==> src/rtl/adc_spi_multi.sv <==
// Multi-channel SPI ADC reader: round-robin scan, per-channel result slots, over-setpoint flags with hysteresis.
// Optional build macro ADC_AVG4_EN: report the mean of every four captures per channel instead of each capture.
module adc_spi_multi #(
    parameter int NUM_CH       = 2,
    parameter int CH_W         = 1,
    parameter int DATA_W       = 12,
    parameter int FRAME_BITS   = 16,
    parameter int CLK_DIV_LOG2 = 4,
    parameter int HYST         = 0
) (
    input  logic                 clk48mhz,
    input  logic                 rstn,
    input  logic                 enable,
    output logic                 adc_sclk,
    output logic                 adc_cs_n,
    output logic [CH_W-1:0]      adc_chsel,
    input  logic                 adc_dout,
    output logic [16*NUM_CH-1:0] adc_data,
    output logic                 sample_valid,
    output logic [CH_W-1:0]      sample_ch,
    input  logic [16*NUM_CH-1:0] adc_setpoint,
    output logic [NUM_CH-1:0]    above
);

    localparam int DIV_W  = CLK_DIV_LOG2 + 1;
    localparam int BCNT_W = $clog2(FRAME_BITS + 1);
    localparam int ACC_W  = DATA_W + 2;
    localparam logic [DIV_W-1:0]  SAMPLE_DIV = DIV_W'((1 << CLK_DIV_LOG2) - 1);
    localparam logic [BCNT_W-1:0] LAST_BIT   = BCNT_W'(FRAME_BITS - 1);
    localparam logic [CH_W-1:0]   LAST_CH    = CH_W'(NUM_CH - 1);
    localparam logic [17:0]       HYST_V     = 18'(HYST);

    typedef enum logic [1:0] {
        ST_IDLE  = 2'd0,
        ST_FRAME = 2'd1,
        ST_GAP   = 2'd2
    } state_t;

    state_t                state_q, state_d;
    logic [DIV_W-1:0]      div_q, div_d;
    logic [BCNT_W-1:0]     bcnt_q, bcnt_d;
    logic [DATA_W-1:0]     shift_q, shift_d;
    logic [CH_W-1:0]       ptr_q, ptr_d;
    logic                  sclk_q, sclk_d;
    logic                  cs_n_q, cs_n_d;
    logic [CH_W-1:0]       chsel_q, chsel_d;
    logic [16*NUM_CH-1:0]  data_q, data_d;
    logic                  valid_q, valid_d;
    logic [CH_W-1:0]       sample_ch_q, sample_ch_d;
    logic [NUM_CH-1:0]     above_q, above_d;

    logic                  sample_tick_s;
    logic                  bit_tick_s;
    logic                  report_s;
    logic [DATA_W-1:0]     rep_val_s;

`ifdef ADC_AVG4_EN
    logic [ACC_W-1:0]      acc_q [NUM_CH];
    logic [ACC_W-1:0]      acc_d [NUM_CH];
    logic [1:0]            cnt_q [NUM_CH];
    logic [1:0]            cnt_d [NUM_CH];
    logic [ACC_W-1:0]      sum_s;
`endif

    // Widened to 18 bits so neither sp + HYST nor value + HYST can wrap.
    function automatic logic hyst_next(input logic cur, input logic [17:0] val,
                                       input logic [17:0] sp, input logic [17:0] hy);
        logic res;
        if (val > sp + hy) begin
            res = 1'b1;
        end else if (val + hy < sp) begin
            res = 1'b0;
        end else begin
            res = cur;
        end
        return res;
    endfunction

    assign sample_tick_s = (div_q == SAMPLE_DIV);
    assign bit_tick_s    = &div_q;

    assign adc_sclk     = sclk_q;
    assign adc_cs_n     = cs_n_q;
    assign adc_chsel    = chsel_q;
    assign adc_data     = data_q;
    assign sample_valid = valid_q;
    assign sample_ch    = sample_ch_q;
    assign above        = above_q;

    // Next-state logic for sequencer, deserialiser, result slots and flags.
    always_comb begin
        state_d     = state_q;
        div_d       = div_q;
        bcnt_d      = bcnt_q;
        shift_d     = shift_q;
        ptr_d       = ptr_q;
        cs_n_d      = cs_n_q;
        chsel_d     = chsel_q;
        data_d      = data_q;
        valid_d     = 1'b0;
        sample_ch_d = sample_ch_q;
        above_d     = above_q;
        report_s    = 1'b0;
        rep_val_s   = shift_q;
`ifdef ADC_AVG4_EN
        acc_d       = acc_q;
        cnt_d       = cnt_q;
        sum_s       = '0;
`endif
        case (state_q)
            ST_IDLE: begin
                div_d = '0;
                if (enable) begin
                    state_d = ST_FRAME;
                    cs_n_d  = 1'b0;
                    chsel_d = ptr_q;
                    bcnt_d  = '0;
                end else begin
                    state_d = ST_IDLE;
                    cs_n_d  = 1'b1;
                end
            end
            ST_FRAME: begin
                div_d = div_q + DIV_W'(1);
                if (sample_tick_s) begin
                    shift_d = (shift_q << 1) | DATA_W'(adc_dout);
                end else begin
                    shift_d = shift_q;
                end
                if (bit_tick_s && (bcnt_q == LAST_BIT)) begin
                    state_d = ST_GAP;
                    cs_n_d  = 1'b1;
                    bcnt_d  = '0;
                    ptr_d   = (ptr_q == LAST_CH) ? '0 : ptr_q + CH_W'(1);
                    chsel_d = ptr_d;
`ifdef ADC_AVG4_EN
                    for (int i = 0; i < NUM_CH; i++) begin
                        if (ptr_q == CH_W'(i)) begin
                            sum_s = acc_q[i] + ACC_W'(shift_q);
                            if (cnt_q[i] == 2'd3) begin
                                report_s  = 1'b1;
                                rep_val_s = DATA_W'(sum_s >> 2);
                                acc_d[i]  = '0;
                                cnt_d[i]  = 2'd0;
                            end else begin
                                acc_d[i]  = sum_s;
                                cnt_d[i]  = cnt_q[i] + 2'd1;
                            end
                        end else begin
                            acc_d[i] = acc_q[i];
                        end
                    end
`else
                    report_s  = 1'b1;
                    rep_val_s = shift_q;
`endif
                end else if (bit_tick_s) begin
                    bcnt_d = bcnt_q + BCNT_W'(1);
                end else begin
                    bcnt_d = bcnt_q;
                end
            end
            ST_GAP: begin
                div_d = div_q + DIV_W'(1);
                if (bit_tick_s) begin
                    if (enable) begin
                        state_d = ST_FRAME;
                        cs_n_d  = 1'b0;
                        chsel_d = ptr_q;
                        bcnt_d  = '0;
                    end else begin
                        state_d = ST_IDLE;
                        div_d   = '0;
                    end
                end else begin
                    state_d = ST_GAP;
                end
            end
            default: begin
                state_d = ST_IDLE;
                div_d   = '0;
                cs_n_d  = 1'b1;
            end
        endcase

        // The result lands in the first GAP cycle, tagged with the channel just converted.
        if (report_s) begin
            valid_d     = 1'b1;
            sample_ch_d = ptr_q;
            for (int i = 0; i < NUM_CH; i++) begin
                if (ptr_q == CH_W'(i)) begin
                    data_d[16*i +: 16] = 16'(rep_val_s);
                    above_d[i] = hyst_next(above_q[i], 18'(rep_val_s),
                                           18'(adc_setpoint[16*i +: 16]), HYST_V);
                end else begin
                    above_d[i] = above_q[i];
                end
            end
        end else begin
            valid_d = 1'b0;
        end

        sclk_d = (state_d == ST_FRAME) ? ~div_d[DIV_W-1] : 1'b1;
    end

    // State and output registers with synchronous active-low reset.
    always_ff @(posedge clk48mhz) begin
        if (!rstn) begin
            state_q     <= ST_IDLE;
            div_q       <= '0;
            bcnt_q      <= '0;
            shift_q     <= '0;
            ptr_q       <= '0;
            sclk_q      <= 1'b1;
            cs_n_q      <= 1'b1;
            chsel_q     <= '0;
            data_q      <= '0;
            valid_q     <= 1'b0;
            sample_ch_q <= '0;
            above_q     <= '0;
        end else begin
            state_q     <= state_d;
            div_q       <= div_d;
            bcnt_q      <= bcnt_d;
            shift_q     <= shift_d;
            ptr_q       <= ptr_d;
            sclk_q      <= sclk_d;
            cs_n_q      <= cs_n_d;
            chsel_q     <= chsel_d;
            data_q      <= data_d;
            valid_q     <= valid_d;
            sample_ch_q <= sample_ch_d;
            above_q     <= above_d;
        end
    end

`ifdef ADC_AVG4_EN
    // Per-channel averaging accumulators.
    always_ff @(posedge clk48mhz) begin
        if (!rstn) begin
            for (int i = 0; i < NUM_CH; i++) begin
                acc_q[i] <= '0;
                cnt_q[i] <= 2'd0;
            end
        end else begin
            for (int i = 0; i < NUM_CH; i++) begin
                acc_q[i] <= acc_d[i];
                cnt_q[i] <= cnt_d[i];
            end
        end
    end
`endif

endmodule

==> config.mk <==
export PLATFORM = sky130hd
export DESIGN_NAME = adc_spi_multi
export DESIGN_NICKNAME = d
export VERILOG_FILES = /design/src/rtl/adc_spi_multi.sv
export SDC_FILE = /design/constraint.sdc
export NUM_CORES = 1
export LEC_CHECK = 0
export BUFFER_PORTS_ARGS = -buffer_cell sky130_fd_sc_hd__buf_2
export CAP_MARGIN = 20
export CORE_MARGIN = 2
export CORE_UTILIZATION = 57
export CTS_CLUSTER_SIZE = 30
export DETAILED_ROUTE_END_ITERATION = 10
export GPL_TIMING_DRIVEN = 0
export MAX_ROUTING_LAYER = met4
export PLACE_DENSITY = 0.85
export SETUP_SLACK_MARGIN = 0.1
export SYNTH_ARGS = -nofsm -noshare
export SYNTH_HDL_FRONTEND = slang
export SYNTH_SLANG_ARGS = --single-unit
==> constraint.sdc <==
create_clock -name clk48mhz -period 4.4 [get_ports clk48mhz]
set_input_delay 0.88 -clock clk48mhz [delete_from_list [all_inputs] [get_ports clk48mhz]]
set_output_delay 0.88 -clock clk48mhz [all_outputs]
set_load 0.05 [all_outputs]
# Yosys cells after proc, flatten, opt, wreduce, memory -nomap -nowiden
# Cells that the tools add are included.
[op_classes] mul=0 order_cmp=4 n_bitwise=3 n_addsub=3 div=0 n_mux=29 reduce_logical=16 shift=0 eq_ne=9
[ops] operator="12-bit by 16-bit > comparator with 1-bit output" count=2
[ops] operator="12-bit by 16-bit < comparator with 1-bit output" count=2
[ops] operator="5-bit two-way mux" count=6
[ops] operator="1-bit two-way mux" count=16
[ops] operator="5-bit one-hot mux with 3 select lines" count=1
[ops] operator="3-bit AND reduction" count=5
[ops] operator="12-bit by 1-bit OR with 12-bit output" count=1
[ops] operator="5-bit by 1-bit adder with 5-bit output (second input constant)" count=2
[ops] operator="5-bit by 4-bit == test with 1-bit output (second input constant)" count=2
[ops] operator="5-bit one-hot mux with 2 select lines" count=1
[ops] operator="2-bit AND reduction" count=5
[ops] operator="2-bit != test (second input constant)" count=3
[ops] operator="1-bit one-hot mux with 3 select lines" count=2
[ops] operator="2-bit one-hot mux with 3 select lines" count=1
[ops] operator="5-bit AND reduction" count=1
[ops] operator="2-bit by 1-bit == test with 1-bit output (second input constant)" count=2
[ops] operator="2-bit two-way mux" count=2
[ops] operator="2-bit nonzero test" count=2
[ops] operator="3-bit != test (second input constant)" count=1
[ops] operator="3-bit nonzero test" count=1
[ops] operator="2-bit == test (second input constant)" count=1
[ops] operator="2-bit zero test" count=1
[ops] operator="1-bit NOT" count=2
[ops] operator="1-bit adder (second input constant)" count=1
[ops] operator="1-bit logical AND" count=1
[totals] ram_bits=0 latchBits=0 elab_cells=78 n_memories=0 ff_bits=56 rom_bits=0

# Longest topological paths before layout
# Gate-level depths: netlist of run 1.
[logic_depth] word_depth=6 mapped_depth=9 mapped_depth_nobuf=8

# Worst setup path before layout of run 1
# Ideal clock, no wire load.
[synth_path] path_type="input to register" from="in adc_setpoint[15]" to="reg above_q[0] (netlist: above[0])" setup_slack_ps=2337 required_time_ps=4279 setup_time_ps=121 cell_stages=5 arrival_time_ps=1942 n_path_buf=0 path_cell_list="or4_4 > nor4_4 > nand2_1 > o211ai_1 > a21oi_2"
[synth_via] elab_chain_len=3 elab_cells_between_ends=5 classes_between="order compare: 2; mux: 1; reduce/logical: 2"
[synth_rtl] element="from (decl)" line="21" text="input logic [16*NUM_CH-1:0] adc_setpoint,"
[synth_rtl] element="12-bit by 16-bit > comparator with 1-bit output or 12-bit by 16-bit < comparator with 1-bit output (tied branches)" line="69, 71"
[synth_rtl] element="2-bit nonzero test (no source line)"
[synth_rtl] element="3-bit AND reduction (no source line)"
[synth_rtl] element="to (signal assigned)" line="233" text="above_q <= above_d;"
[synth_rtl] element="to (decl)" line="50" text="logic [NUM_CH-1:0] above_q, above_d;"
# Several ways; a longest one is shown, not always the timed one.
# A chain may end at the register's enable or synchronous reset.

# Worst setup path after layout of run 1
[layout_path] from="reg div_q[0]" to="reg data_q[4] (netlist: adc_data[4])"
[layout_via] elab_chain_len=5
[layout_rtl] element="from (decl)" line="40" text="logic [DIV_W-1:0] div_q, div_d;"
[layout_rtl] element="from (signal assigned)" line="223" text="div_q <= div_d;"
[layout_rtl] element="5-bit AND reduction" line="80" text="assign bit_tick_s = &div_q;"
[layout_rtl] element="1-bit logical AND" line="130" text="if (bit_tick_s && (bcnt_q == LAST_BIT)) begin"
[layout_rtl] element="1-bit two-way mux" line="130"
[layout_rtl] element="1-bit two-way mux" line="110" text="case (state_q)"
[layout_rtl] element="2-bit AND reduction (no source line)"
[layout_rtl] element="to (signal assigned)" line="230" text="data_q <= data_d;"
[layout_rtl] element="to (decl)" line="47" text="logic [16*NUM_CH-1:0] data_q, data_d;"
# No other way between the ends.

==> results of run 1 <==
==> kinds of logic after synthesis <==
family	after synthesis	share of synthesized area (%)
AOI/OAI and AO/OA	82	16.48
DFF	56	38.55
and+or+nand+nor	143	22.33
xor gates and xnor gates	2	0.6025
buffers and inverters	51	8.132
other	1	0.1290
adders and majority gates	32	13.77
==> critical path, delay by kind of cell, from the launching register on <==
| kind | cells | cell delay (ps) |
|---|---|---|
| compound gates | 1 | 160 |
| fa+ha+maj | 2 | 490 |
| buf+inv | 1 | 240 |
| flops | 1 | 370 |
| simple gates | 5 | 910 |
==> power breakdown <==
part / internal [uW] / total [uW] / leakage, uW / switching [uW]
registers: 508 / 511 / 0.000451 / 2.19
clock network: 201 / 366 / 0.0000645 / 165
logic: 32.4 / 89.5 / 0.00110 / 57.1
total: 742 / 966 / 0.00161 / 225
==> stage by stage <==
step | worst slack, ps | cell area, um^2 | instances
final | 2144 | 3470 | 514
after global routing | 1996 | 3470 | 514
after CTS | 2163 | 3470 | 514
after detailed placement | 2163 | 3343 | 506
after global placement | 2182 | 3343 | 506
after floorplan | 2337 | 2934 | 374
==> area by class of cell <==
cell class	instances	area [um^2]	area share, %
inverters	31	116.4	3.354
repair buffers	65	325.3	9.376
flip-flops and latches	56	1121	32.31
clock buffers	7	96.34	2.777
well taps	67	83.83	2.416
plain buffers	20	120.1	3.462
multi-input cells	267	1577	45.44
clock inverters	1	30.03	0.8655
==> state kept, by name, indices dropped and copies added, names as in the netlist, 2 cells and up <==
name	count
div_q	5
state_q	2
above	2
bcnt_q	5
shift_q	12
adc_data	24
==> worst max path at each step <==
stage,endpoint,slack (ps),start
3_3_place_gp,above[1]$_SDFFE_PN0P_,2180,adc_setpoint[31]
2_1_floorplan,above[0]$_SDFFE_PN0P_,2340,adc_setpoint[15]
6_report,adc_data[4]$_SDFFE_PN0P_,2140,div_q[0]$_SDFF_PN0_
3_5_place_dp,above[0]$_SDFFE_PN0P_,2160,adc_setpoint[15]
5_1_grt,adc_data[11]$_SDFFE_PN0P_,2000,div_q[0]$_SDFF_PN0_
4_1_cts,adc_data[4]$_SDFFE_PN0P_,2160,div_q[0]$_SDFF_PN0_
==> cell usage after synthesis <==
| library cell | instances | share of area, % |
|---|---|---|
| nand2_1 | 92 | 12 |
| a21oi_1 | 57 | 9.8 |
| dfxtp_1 | 56 | 39 |
| ha_1 | 32 | 14 |
| inv_1 | 30 | 3.9 |
| nor2_1 | 17 | 2.2 |
| nand3_1 | 11 | 1.9 |
| buf_4 | 10 | 2.6 |
| clkbuf_1 | 9 | 1.2 |
| o21ai_0 | 8 | 1.4 |
| nor3_1 | 5 | 0.86 |
| a21o_1 | 3 | 0.77 |
| a21oi_2 | 2 | 0.60 |
| a221oi_2 | 2 | 1.0 |
| and2_1 | 2 | 0.43 |
| and3_1 | 2 | 0.43 |
| nand2b_1 | 2 | 0.43 |
| nand4_1 | 2 | 0.43 |
| nor4_4 | 2 | 1.5 |
| o211ai_1 | 2 | 0.52 |
| or4_4 | 2 | 0.77 |
| a211oi_1 | 1 | 0.26 |
| a22oi_1 | 1 | 0.26 |
| a31oi_1 | 1 | 0.22 |
| and2_2 | 1 | 0.26 |
| and2b_1 | 1 | 0.26 |
| buf_6 | 1 | 0.39 |
| conb_1 | 1 | 0.13 |
| inv_2 | 1 | 0.13 |
| nor2_2 | 1 | 0.22 |
| nor2b_1 | 1 | 0.22 |
| nor3_2 | 1 | 0.34 |
| o21a_1 | 1 | 0.26 |
| o221ai_2 | 1 | 0.52 |
| o311ai_0 | 1 | 0.30 |
| o31ai_1 | 1 | 0.26 |
| o41ai_1 | 1 | 0.30 |
| or4_1 | 1 | 0.26 |
| xnor2_1 | 1 | 0.30 |
| xor2_1 | 1 | 0.30 |
==> metal layers <==
layer / part of all wire, % / global-route usage [%]
met1: 43 / 32.23
met2: 48 / 41.45
met3: 8.1 / 4.101
met4: 1.1 / 9.162
met5: 0 / -
==> reports/results.txt, run 1 <==
status -> complete, no violations
final core occ -> 72.03%
sequential share of the synthesized area -> 38.55%
RR Startpoint -> div_q[0]$_SDFF_PN0_
vias per cell -> 5.265
max-cap viol count -> 0
row count -> 25
DR iter-0 viols -> 219
worst endpoint required time -> 4640 ps
port bufs -> 65
Die W -> 75.43 um
placer's final routability congestion estimate -> 0.9135
Initial Utilization -> 60.36%
GRT Util Overall -> 25.53%
initial antenna violation count -> 0
WL/cell -> 12.89 um
Die Span Y -> 75.43 um
largest net degree at the start of global routing -> 17
#FFs+latches synth -> 56
Crit path largest cell delay -> 370 ps
hold endpoint -> bcnt_q[4]$_SDFFE_PN0P_
IO Pins -> 75
Final ANT Viol Nets -> 0
yosys warns -> 0
final hold violation count -> 0
CP arrival -> 2490 ps
skew final -> 9.742 ps
synth unique cells -> 40
CP max FO -> 10
clk buf depth -> 2
Peak Freq -> 443.3 MHz
CP Class -> flop to flop
hold slack -> 451.1 ps
clk sinks -> 56
power density over the cells -> 278.6 nW/um^2
flop2flop setup slack -> 2140 ps
most common cell after layout, fill and taps aside -> nand2_1
die area -> 5689 um^2
Worst-path clk slew -> 100 ps
routed wire length -> 6.626 mm
layout cells sized above 1 -> 21.70%
Hold Startpoint -> bcnt_q[4]$_SDFFE_PN0P_
Worst Hold Class -> flop to flop
Filler cells -> 402
min cycle time layout -> 2256 ps
CTS Hold Buffers Added -> 0
cts repair resizes -> 0
crit share post-route -> 51.27%
final setup TNS -> 0 ps
core area -> 4817 um^2
Leak -> 0.001612 uW
worst reg2reg endpoint -> adc_data[4]$_SDFFE_PN0P_
CTS tree -> built
CP endpoint kind -> flop
Vias -> 2706
first-pass GRT wire length -> 10.76 mm
drt pass-1 iters -> 4
GR Overflow Total -> 0
Remaining DRCs -> 0
ANT cells -> 0
post-DP HPWL -> 5.046 mm
crit-path cells -> ha_1 -> and3_1 -> ha_1 -> and2b_1 -> nand3_1 -> nor2_2 -> buf_4 -> nand2_1 -> a21oi_1
clk_lat worst skew -> 320 ps
Post-Synthesis Cell Area -> 2908 um^2
H-tree levels -> 2
Critical Path Most Common Cell -> ha_1
nets@finish -> 514
Gate Count Post-Synth -> 367
reg2reg path depth -> 9
hold depth -> 2
most frequent cells in the layout -> 92 x nand2_1, 65 x buf_2, 57 x a21oi_1
peak supply drop -> 0.2009 mV
cts bufs inserted -> 5
Slew HR -> 64.39%
Critical Path Source Type -> flop
Setup violations, final -> 0
CP max stage cell -> dfxtp_1
Layout area overhead -> 19.32%
Root Buffer -> clkbuf_8
syn avg cell area -> 7.923 um^2
Worst-Margin Slew -> 534.1 ps
Pwr Total -> 966.5 uW
RSZ-0062 raised after global routing -> no
# Post-CTS Setup Buffers -> 0
pins over their slew limit -> 0
vias in the first global route -> 2444
(Power assumes the default switching activity.)
==> inputs of run 2 (changes only) <==
- CORE_UTILIZATION: 57 -> 48
- PLACE_DENSITY: 0.85 -> 0.76
- clock period: 4.4 -> 1.9 ns (I/O delays scaled with it)
==> run 2 against run 1 <==
Worst hold slack got worse by 150 ps; first-iteration DRC count shrank 13%; die area grew 18%; sequential power is 130% higher; utilization fell by 5.2 points; cell count is 5.1% higher; cell area grew 13%; combinational power rose to 2.5 times the previous value; clock power increased by 110%; flip-flop and latch count did not move; critical endpoint is now adc_data[23]$_SDFFE_PN0P_.
==> reports/results.txt, run 2 (synthesized netlist as in run 1, its figures left out) <==
status -> complete, no violations
max reg flops -> 24 (unchanged)
Vias -> 2833 (+4.7%)
Worst-Margin Slew -> 655.6 ps (+121.4 ps)
CP Class -> flop to flop
max-cap viol count -> 0 (unchanged)
peak supply drop -> 0.4372 mV (+120%)
port bufs -> 65 (unchanged)
IO Pins -> 75 (unchanged)
nets@finish -> 532 (+3.5%)
Die Span Y -> 81.83 um (+8.5%)
Worst-path clk slew -> 100 ps (about the same)
pins over their slew limit -> 0 (unchanged)
Root Buffer -> clkbuf_8
hold endpoint -> shift_q[0]$_SDFFE_PN0P_
CP arrival -> 2100 ps (-390 ps)
most common cell after layout, fill and taps aside -> nand2_1
post-DP HPWL -> 5.192 mm (+2.9%)
Leak -> 0.001850 uW (+15%)
most frequent cells in the layout -> 81 x nand2_1, 65 x buf_2, 52 x dfxtp_1
Initial Utilization -> 49.40% (-11 points)
Pwr Total -> 2188 uW (+130%)
drt pass-1 iters -> 5 (+1)
Remaining DRCs -> 0 (unchanged)
GRT Util Overall -> 23.20% (-2.3 points)
Slew HR -> 56.30% (-8.1 points)
CP max FO -> 5 (-5)
layout cells sized above 1 -> 34.19% (+12 points)
crit share post-route -> 97.46% (+46 points)
clk_lat worst skew -> 320 ps (about the same)
RSZ-0062 raised after global routing -> yes
Layout area overhead -> 35.33%
WL/cell -> 14.40 um (+12%)
H-tree levels -> 2 (unchanged)
initial antenna violation count -> 0 (unchanged)
Die W -> 81.83 um (+8.5%)
CTS tree -> built
cts bufs inserted -> 5 (unchanged)
worst endpoint required time -> 2150 ps (-2490 ps)
CP endpoint kind -> flop
hold depth -> 3 (+1)
first-pass GRT wire length -> 11.76 mm (+9.3%)
largest net degree at the start of global routing -> 18 (+1)
reg2reg path depth -> 8 (-1)
vias in the first global route -> 2614 (+7.0%)
Final ANT Viol Nets -> 0 (unchanged)
DR iter-0 viols -> 190 (-13%)
Critical Path Source Type -> flop
final hold violation count -> 0 (unchanged)
vias per cell -> 5.246 (-0.35%)
core area -> 5886 um^2 (+22%)
clk sinks -> 56 (unchanged)
routed wire length -> 7.775 mm (+17%)
flop2flop setup slack -> 50 ps (-2100 ps)
clk buf depth -> 2 (unchanged)
min cycle time layout -> 1852 ps (-404.0 ps)
Hold Startpoint -> adc_dout
row count -> 28 (+12%)
die area -> 6696 um^2 (+18%)
final core occ -> 66.86% (-5.2 points)
placer's final routability congestion estimate -> 0.8207 (-10%)
power density over the cells -> 556.1 nW/um^2 (+100%)
Peak Freq -> 540.0 MHz (+22%)
worst reg2reg endpoint -> adc_data[23]$_SDFFE_PN0P_
Worst Hold Class -> input port to flop
RR Startpoint -> bcnt_q[0]$_SDFFE_PN0P_
skew final -> 9.723 ps (-0.01979 ps)
GR Overflow Total -> 0 (unchanged)
Setup violations, final -> 0 (unchanged)
ANT cells -> 0 (unchanged)
CTS Hold Buffers Added -> 0 (unchanged)
==> run 2: through the flow <==
stage / std cells / instance area, um^2 / setup TNS, ps / setup slack, ps / hold slack, ps
after floorplan: 374 / 2937 / 0 / 131.4 / 417.9
after global placement: 514 / 3356 / -3767 / -191.2 / 425.3
after detailed placement: 514 / 3356 / -5132 / -276.2 / 443.9
after CTS: 531 / 3695 / 0 / 92.19 / 297.8
after global routing: 540 / 3935 / -431.5 / -55.35 / 314.1
final: 540 / 3935 / 0 / 48.21 / 298.9
==> run 2: how the worst max path moves through the flow <==
stage,end,start,slack (ps)
6_report,adc_data[23]$_SDFFE_PN0P_,bcnt_q[0]$_SDFFE_PN0P_,50
5_1_grt,adc_data[16]$_SDFFE_PN0P_,bcnt_q[0]$_SDFFE_PN0P_,-60
4_1_cts,adc_data[21]$_SDFFE_PN0P_,div_q[0]$_SDFF_PN0_,90
3_5_place_dp,adc_data[10]$_SDFFE_PN0P_,div_q[0]$_SDFF_PN0_,-280
3_3_place_gp,adc_data[11]$_SDFFE_PN0P_,div_q[0]$_SDFF_PN0_,-190
2_1_floorplan,bcnt_q[3]$_SDFFE_PN0P_,div_q[0]$_SDFF_PN0_,130
==> run 2: metal layers <==
layer  vias up  wire (um)  track usage, %
li1       1412          -               -
met1      1319       3256           27.67
met2        93       3953           40.33
met3         9        468           3.407
met4         0         97           7.167
met5         -          0               -
==> run 2: power by group <==
group | switching (uW) | internal (uW) | leakage, uW
sequential | 5.83 | 1180 | 0.000454
clock | 389 | 390 | 0.0000541
combinational | 144 | 82.1 | 0.00134
==> run 2: area by class of cell <==
| class | count | area, um^2 |
|---|---|---|
| plain buffers | 20 | 151.4 |
| repair buffers | 83 | 536.8 |
| fillers | 488 | 1951 |
| multi-input cells | 267 | 1797 |
| clock inverters | 3 | 42.54 |
| clock buffers | 5 | 68.82 |
| flip-flops and latches | 56 | 1129 |
| well taps | 75 | 93.84 |
| inverters | 31 | 116.4 |
==> run 2: critical path, cell delays in order, from the launching register on <==
cell,delay (ps)
dfxtp_1,390
ha_1,250
nand3_1,200
nor3_4,290
and2_4,240
buf_12,110
buf_16,120
nand2_4,50
a21oi_2,130
==> run 2: what timing repair did <==
action	4_1_cts	5_1_grt
cloned	1	1
pin swaps	2	18
gates resized for setup	28	51
setup endpoints to repair	33	40
buffers inserted	8	8
